===== config.mk =====
export PLATFORM = sky130hd
export DESIGN_NAME = alu_req_arbiter
export DESIGN_NICKNAME = d
export VERILOG_FILES = /design/src/rtl/alu_req_arbiter.sv
export SDC_FILE = /design/constraint.sdc
export NUM_CORES = 1
export LEC_CHECK = 0
export ABC_AREA = 1
export CAP_MARGIN = 20
export CORE_MARGIN = 4
export CORE_UTILIZATION = 43
export CTS_CLUSTER_SIZE = 30
export DETAILED_ROUTE_END_ITERATION = 12
export PLACE_DENSITY = 0.95
export SLEW_MARGIN = 25
export SYNTH_ARGS = -nofsm -noshare
export SYNTH_HDL_FRONTEND = slang
export SYNTH_SLANG_ARGS = --single-unit

===== constraint.sdc =====
create_clock -name clk -period 2.85 [get_ports clk]
set_clock_uncertainty 0.15 [all_clocks]
set_input_delay 0.57 -clock clk [delete_from_list [all_inputs] [get_ports clk]]
set_output_delay 0.57 -clock clk [all_outputs]
set_load 0.05 [all_outputs]

===== src/rtl/alu_req_arbiter.sv =====
// Round-robin arbiter sharing one ALU between two requesters. It accepts one op,
// issues it with a start pulse, waits for done (or times out) and returns a tagged response.
module alu_req_arbiter #(
  parameter int unsigned TIMEOUT  = 16,
  parameter logic [2:0]  ERR_TYPE = 3'd7
) (
  input  logic              clk,
  input  logic              rst,
  input  logic              r0_valid,
  output logic              r0_ready,
  input  logic [2:0]        r0_op,
  input  logic signed [7:0] r0_a,
  input  logic signed [7:0] r0_b,
  input  logic              r1_valid,
  output logic              r1_ready,
  input  logic [2:0]        r1_op,
  input  logic signed [7:0] r1_a,
  input  logic signed [7:0] r1_b,
  output logic              alu_start,
  output logic [2:0]        alu_op,
  output logic signed [7:0] alu_a,
  output logic signed [7:0] alu_b,
  input  logic              alu_done,
  input  logic signed [7:0] alu_result,
  input  logic [2:0]        alu_type,
  output logic              rsp_valid,
  input  logic              rsp_ready,
  output logic              rsp_id,
  output logic signed [7:0] rsp_data,
  output logic [2:0]        rsp_type,
  output logic              stray_done,
  output logic [1:0]        dbg_state
);

  // Handshakes: a transfer happens on a rising clk edge where valid and ready are both high;
  // valid must not depend on ready, and the source holds its payload stable until the transfer.

  localparam int unsigned CW = (TIMEOUT > 2) ? $clog2(TIMEOUT) : 1;

  typedef enum logic [1:0] {
    IDLE  = 2'd0,
    ISSUE = 2'd1,
    WAIT  = 2'd2,
    RESP  = 2'd3
  } state_e;

  state_e            state_q, state_d;
  logic              last_grant_q, last_grant_d;
  logic [CW-1:0]     count_q, count_d;
  logic [2:0]        alu_op_q, alu_op_d;
  logic signed [7:0] alu_a_q, alu_a_d;
  logic signed [7:0] alu_b_q, alu_b_d;
  logic              rsp_id_q, rsp_id_d;
  logic signed [7:0] rsp_data_q, rsp_data_d;
  logic [2:0]        rsp_type_q, rsp_type_d;
  logic              stray_q, stray_d;
  logic              grant;

  // On a tie the requester that did not win last time gets the slot.
  assign grant    = (r0_valid && r1_valid) ? ~last_grant_q : r1_valid;
  assign r0_ready = (state_q == IDLE) && r0_valid && !grant;
  assign r1_ready = (state_q == IDLE) && r1_valid && grant;

  assign alu_start  = (state_q == ISSUE);
  assign alu_op     = alu_op_q;
  assign alu_a      = alu_a_q;
  assign alu_b      = alu_b_q;
  assign rsp_valid  = (state_q == RESP);
  assign rsp_id     = rsp_id_q;
  assign rsp_data   = rsp_data_q;
  assign rsp_type   = rsp_type_q;
  assign stray_done = stray_q;
  assign dbg_state  = state_q;

  always_comb begin
    state_d      = state_q;
    last_grant_d = last_grant_q;
    count_d      = count_q;
    alu_op_d     = alu_op_q;
    alu_a_d      = alu_a_q;
    alu_b_d      = alu_b_q;
    rsp_id_d     = rsp_id_q;
    rsp_data_d   = rsp_data_q;
    rsp_type_d   = rsp_type_q;
    stray_d      = stray_q;

    // A done pulse outside WAIT has no owner; flag it and drop its data.
    if (alu_done && (state_q != WAIT)) stray_d = 1'b1;

    unique case (state_q)
      IDLE: begin
        if (r0_ready || r1_ready) begin
          alu_op_d     = grant ? r1_op : r0_op;
          alu_a_d      = grant ? r1_a  : r0_a;
          alu_b_d      = grant ? r1_b  : r0_b;
          rsp_id_d     = grant;
          last_grant_d = grant;
          state_d      = ISSUE;
        end
      end
      ISSUE: begin
        count_d = '0;
        state_d = WAIT;
      end
      WAIT: begin
        if (alu_done) begin
          rsp_data_d = alu_result;
          rsp_type_d = alu_type;
          state_d    = RESP;
        end else if (count_q == CW'(TIMEOUT - 1)) begin
          rsp_data_d = '0;
          rsp_type_d = ERR_TYPE;
          state_d    = RESP;
        end else begin
          count_d = count_q + CW'(1);
        end
      end
      RESP: begin
        if (rsp_ready) state_d = IDLE;
      end
      default: state_d = IDLE;
    endcase
  end

  always_ff @(posedge clk) begin
    if (rst) begin
      state_q      <= IDLE;
      last_grant_q <= 1'b1;
      count_q      <= '0;
      alu_op_q     <= '0;
      alu_a_q      <= '0;
      alu_b_q      <= '0;
      rsp_id_q     <= 1'b0;
      rsp_data_q   <= '0;
      rsp_type_q   <= '0;
      stray_q      <= 1'b0;
    end else begin
      state_q      <= state_d;
      last_grant_q <= last_grant_d;
      count_q      <= count_d;
      alu_op_q     <= alu_op_d;
      alu_a_q      <= alu_a_d;
      alu_b_q      <= alu_b_d;
      rsp_id_q     <= rsp_id_d;
      rsp_data_q   <= rsp_data_d;
      rsp_type_q   <= rsp_type_d;
      stray_q      <= stray_d;
    end
  end

endmodule


* Yosys cells after proc, flatten, opt, wreduce, memory -nomap -nowiden
Cells that the tools add are included.
Storage, ports and cells: flip-flop bits (word level) 39, input bits 55, word-level logic and storage cells 53
Operators by class: $add $sub $neg 1, equal/unequal tests 10, mux-type cells 16, bitwise operators 1, reduce and logical (&&, ||, !) cells 15
Operators by type and width (count):
- $mux W8 | 4
- $mux W3 | 3
- $mux W2 | 4
- $mux W4 | 2
- $pmux W2 S4 | 1
- $pmux W4 S2 | 1
- $logic_and A1 B1 Y1 | 6
- $ne A2 B2 Y1 const B | 3
- $reduce_and A3 Y1 | 2
- $add A4 B1 Y4 const B | 1
- $eq A2 B2 Y1 const B | 2
- $eq A4 B4 Y1 const B | 1
- $ne A2 B1 Y1 const B | 2
- $reduce_and A2 Y1 | 2
- $reduce_bool A2 Y1 | 2
- $ne A3 B3 Y1 const B | 1
- $eq A2 B1 Y1 const B | 1
- $logic_not A2 Y1 | 1
- $logic_not A1 Y1 | 1
- $logic_or A1 B1 Y1 | 1
- $mux W1 | 1
- $not A1 Y1 | 1

* Depth between registers and ports, before layout
depth after elaboration 7, depth in mapped cells 8, depth with buffers taken out 7

* Least setup slack after synthesis
Ideal clock, no wire load.
path type register -> output, from reg state_q[0] (netlist: dbg_state[0]), to out r0_ready, arrival 1988 ps, data required time 2130 ps, path slack 142 ps, stages on the path, launching flop included 5, path buffers 0, path through dfxtp_1 -> inv_1 -> ha_1 -> inv_2 -> nor3_1
Between the ends: word-level cells in the longest chain between the ends 3
Ends and longest elaborated chain:
- from (decl) | RTL line 47 | state_e state_q, state_d;
- from (signal assigned) | RTL line 138 | state_q <= state_d;
- $logic_not A2 Y1 | RTL line 61 | assign r0_ready = (state_q == IDLE) && r0_valid && !grant;
- $logic_and A1 B1 Y1 (2 in a row) | RTL line 61
- to (decl) | RTL line 10 | output logic r0_ready,
Every way passes these cells.

* Worst setup path in the final report
from in r0_valid, to out r0_ready
Between the ends: word-level cells in the longest chain between the ends 4, elaborated cells on any way between the ends 5, those cells by class mux: 1; reduce/logical: 4
Ends and longest elaborated chain:
- from (decl) | RTL line 9 | input logic r0_valid,
- $logic_and A1 B1 Y1 | RTL line 60 | assign grant = (r0_valid && r1_valid) ? ~last_grant_q : r1_valid;
- $mux W1 | RTL line 60
- $logic_not A1 Y1 | RTL line 61
- $logic_and A1 B1 Y1 (*) | RTL line 61
Mark *: on every way between the ends. The rest lies on a longest branch, timed or not.

==> impl_metrics.json <==
{
  "finalWeightedCongestion": 0.883,
  "ys_warn_count": 0,
  "yosysSeqAreaShare_pct": 41.7,
  "critPathMaxFanout": 2,
  "synth-adder-area-share_pct": 4.01,
  "fmax_mhz": 405,
  "synth_top_family_by_area": "simple AND/OR/NAND/NOR gates",
  "area_growth_pct": 56.5,
  "synth-simple-area-share_pct": 27.4,
  "clk-insertion-delay-late_ps": 280,
  "r2r_end": "alu_a[1]",
  "fp-row-count": 23,
  "register_area_sq_um": 781,
  "routed_via_density": 4.90,
  "dr_total_vias": 1959,
  "netlist_instances": 258,
  "cts_tree": "built",
  "clockRootBuffer": "clkbuf_8",
  "max_slew_margin_pct": 65.0,
  "power.density_nw_per_um2": 938,
  "synth-compound-area-share_pct": 13.0,
  "antenna_found_initial": 0,
  "routed_wl_um": 5110,
  "core_sq_um": 4120,
  "cp.required_ps": 2130,
  "tns_ps": 0,
  "cp_common_cell": "nand2_1",
  "wl_per_cell_um": 12.8,
  "top_usage_layer": "met2",
  "syn_nets": 319,
  "r2r_slack_ps": 1090,
  "hpwlAfterDp_um": 3830,
  "synth_cell_type_count": 20,
  "synthXorXnorAreaFrac_pct": 0,
  "postRouteAntennaNets": 0,
  "cts_resized": 0,
  "grt_pass1_wl_um": 8210,
  "drt_pre_antenna_iters": 4,
  "antenna_cells": 0,
  "path_delay_family": "buffers and inverters",
  "holdPathStages": 2,
  "grtUsageMet3_pct": 5.81,
  "slowest_delay_ps": 500,
  "cp.arrival_ps": 1750,
  "crit_slowest_cell": "clkdlybuf4s50_1",
  "syn_area_sq_um": 1870,
  "outcome": "finished clean",
  "worst-path-buf-inv": 3,
  "final_layout_size_suffix_gt1_share_pct": 6.29,
  "layout_commonest_cell": "clkdlybuf4s50_1",
  "cts_made_buffers": 5,
  "nNetsFinal": 410,
  "drt_iter0_drc": 106,
  "multi_input_area_sq_um": 832,
  "grt_pass1_vias": 1927,
  "portBuffers": 92,
  "io_pins": 93,
  "crit_cells": 6,
  "use_met1_pct": 20.4,
  "initial_utilization_pct": 45.5,
  "clock_sinks": 39,
  "use_met2_pct": 34.9,
  "ys_ff_latch": 39,
  "die_area_sq_um": 5480,
  "crit_path_cell_trace": "clkdlybuf4s50_1 -> nand2_1 -> nand2_1 -> inv_1 -> nor3_1 -> buf_12",
  "final_cell_mix": "clkdlybuf4s50_1, nand2_1, inv_1, dfxtp_1, nand3_1",
  "ctsHoldBuffers": 0,
  "p_leak_nw": 1.34,
  "grt_start_max_net_pins": 40,
  "crit_type": "primary input to output pin",
  "ir_drop_uv": 572,
  "die-width_um": 74.0,
  "setup_violations": 0,
  "ctsHtreeMaxLevel": 2,
  "utilization_pct": 71.3,
  "drv_slew": 0,
  "hold_path_end": "rsp_data[6]",
  "hp-start": "rsp_data[6]",
  "clkSlewWorstSetupHoldPaths_ps": 70,
  "grt_overflow_total": 0,
  "period_share_pct": 86.7,
  "clock_path_buffers": 2,
  "min_period_ps": 2470,
  "hold_viol_final": 0,
  "synthMuxAreaShare_pct": 0,
  "fillers": 344,
  "grt_util_all_layers_pct": 19.0,
  "r2r_cells": 8,
  "startpoint_type": "primary input",
  "grt_setup_unrepaired": "false",
  "worst_pin_slew_ps": 523,
  "r2r-start": "dbg_state[0]",
  "worstSetupEndpointType": "output pin",
  "drc": 0,
  "hp-class": "flop to flop",
  "syn_avg_cell_area_sq_um": 7.26,
  "drv_cap": 0,
  "cts_setup_buffers": 0,
  "die_h_um": 74.0
}
## where the power goes
group	internal (mW)	switching (mW)	leakage, nW
clock	0.283	0.184	0.0612
combinational	0.518	0.983	0.953
sequential	0.696	0.0876	0.321
## cell type report
type / instances / share of cell area, %
Timing Repair Buffer: 97 / 33.4
Clock inverter: 2 / 1.19
Sequential cell: 39 / 26.6
Clock buffer: 6 / 2.82
Inverter: 43 / 5.50
Tap cell: 50 / 2.13
Multi-Input combinational cell: 163 / 28.4
## cell usage after synthesis (all sizes together)
| master | count | area (sq um) |
|---|---|---|
| nand4 | 5 | 31.3 |
| nor2 | 11 | 43.8 |
| inv | 43 | 161 |
| nor3b | 1 | 7.51 |
| clkbuf | 1 | 3.75 |
| o211ai | 22 | 165 |
| nor3 | 1 | 5.00 |
| nand2 | 76 | 290 |
| dfxtp | 39 | 781 |
| nand3 | 26 | 135 |
| ha | 6 | 75.1 |
| a21oi | 15 | 78.8 |
| buf | 12 | 96.3 |
## state kept, by name (all words and copies together) (netlist names)
name / cells
alu_a: 8
alu_b: 8
rsp_data: 8
count_q: 4
alu_op: 3
rsp_type: 3
dbg_state: 2
last_grant_q: 1
rsp_id: 1
stray_done: 1
## cell families (layout without fill, tap and decap cells)
family	Yosys count	after routing
AOI/OAI and AO/OA	37	37
adders and majority gates	6	6
buffers and inverters	56	148
DFF	39	39
and+or+nand+nor	120	120
## through the flow
stage                     total power [mW]  hold WS (ps)  instances  setup slack (ps)  instance area (sq um)
after global routing                  2.91           326        400               272                   2930
after detailed placement              2.29           304        392               373                   2820
final                                 2.75           312        400               379                   2930
after CTS                             2.77           314        400               364                   2930
after floorplan                       1.83           279        258               142                   1870
after global placement                2.26           297        392               449                   2820
## how the worst max path moves through the flow
stage,startpoint,endpoint,slack [ps]
floorplan,dbg_state[0],r0_ready,140
global placement,r0_valid,r0_ready,450
detailed placement,r0_valid,r0_ready,370
CTS,r0_valid,r0_ready,360
global route,r0_valid,r0_ready,270
finish,r0_valid,r0_ready,380
## worst register-to-register path, delay by kind of cell, from the launching register on
kind	cells	cell delay, ps
flops	1	360
simple gates	1	160
fa+ha+maj	1	200
buf+inv	4	580
compound gates	2	200
## routing by layer
metal	share of wire (%)	vias up
met4	0.61	0
li1	-	1009
met5	0	-
met3	8.0	4
met2	50	71
met1	42	875
Note: power is estimated with default switching activity, not from simulation.
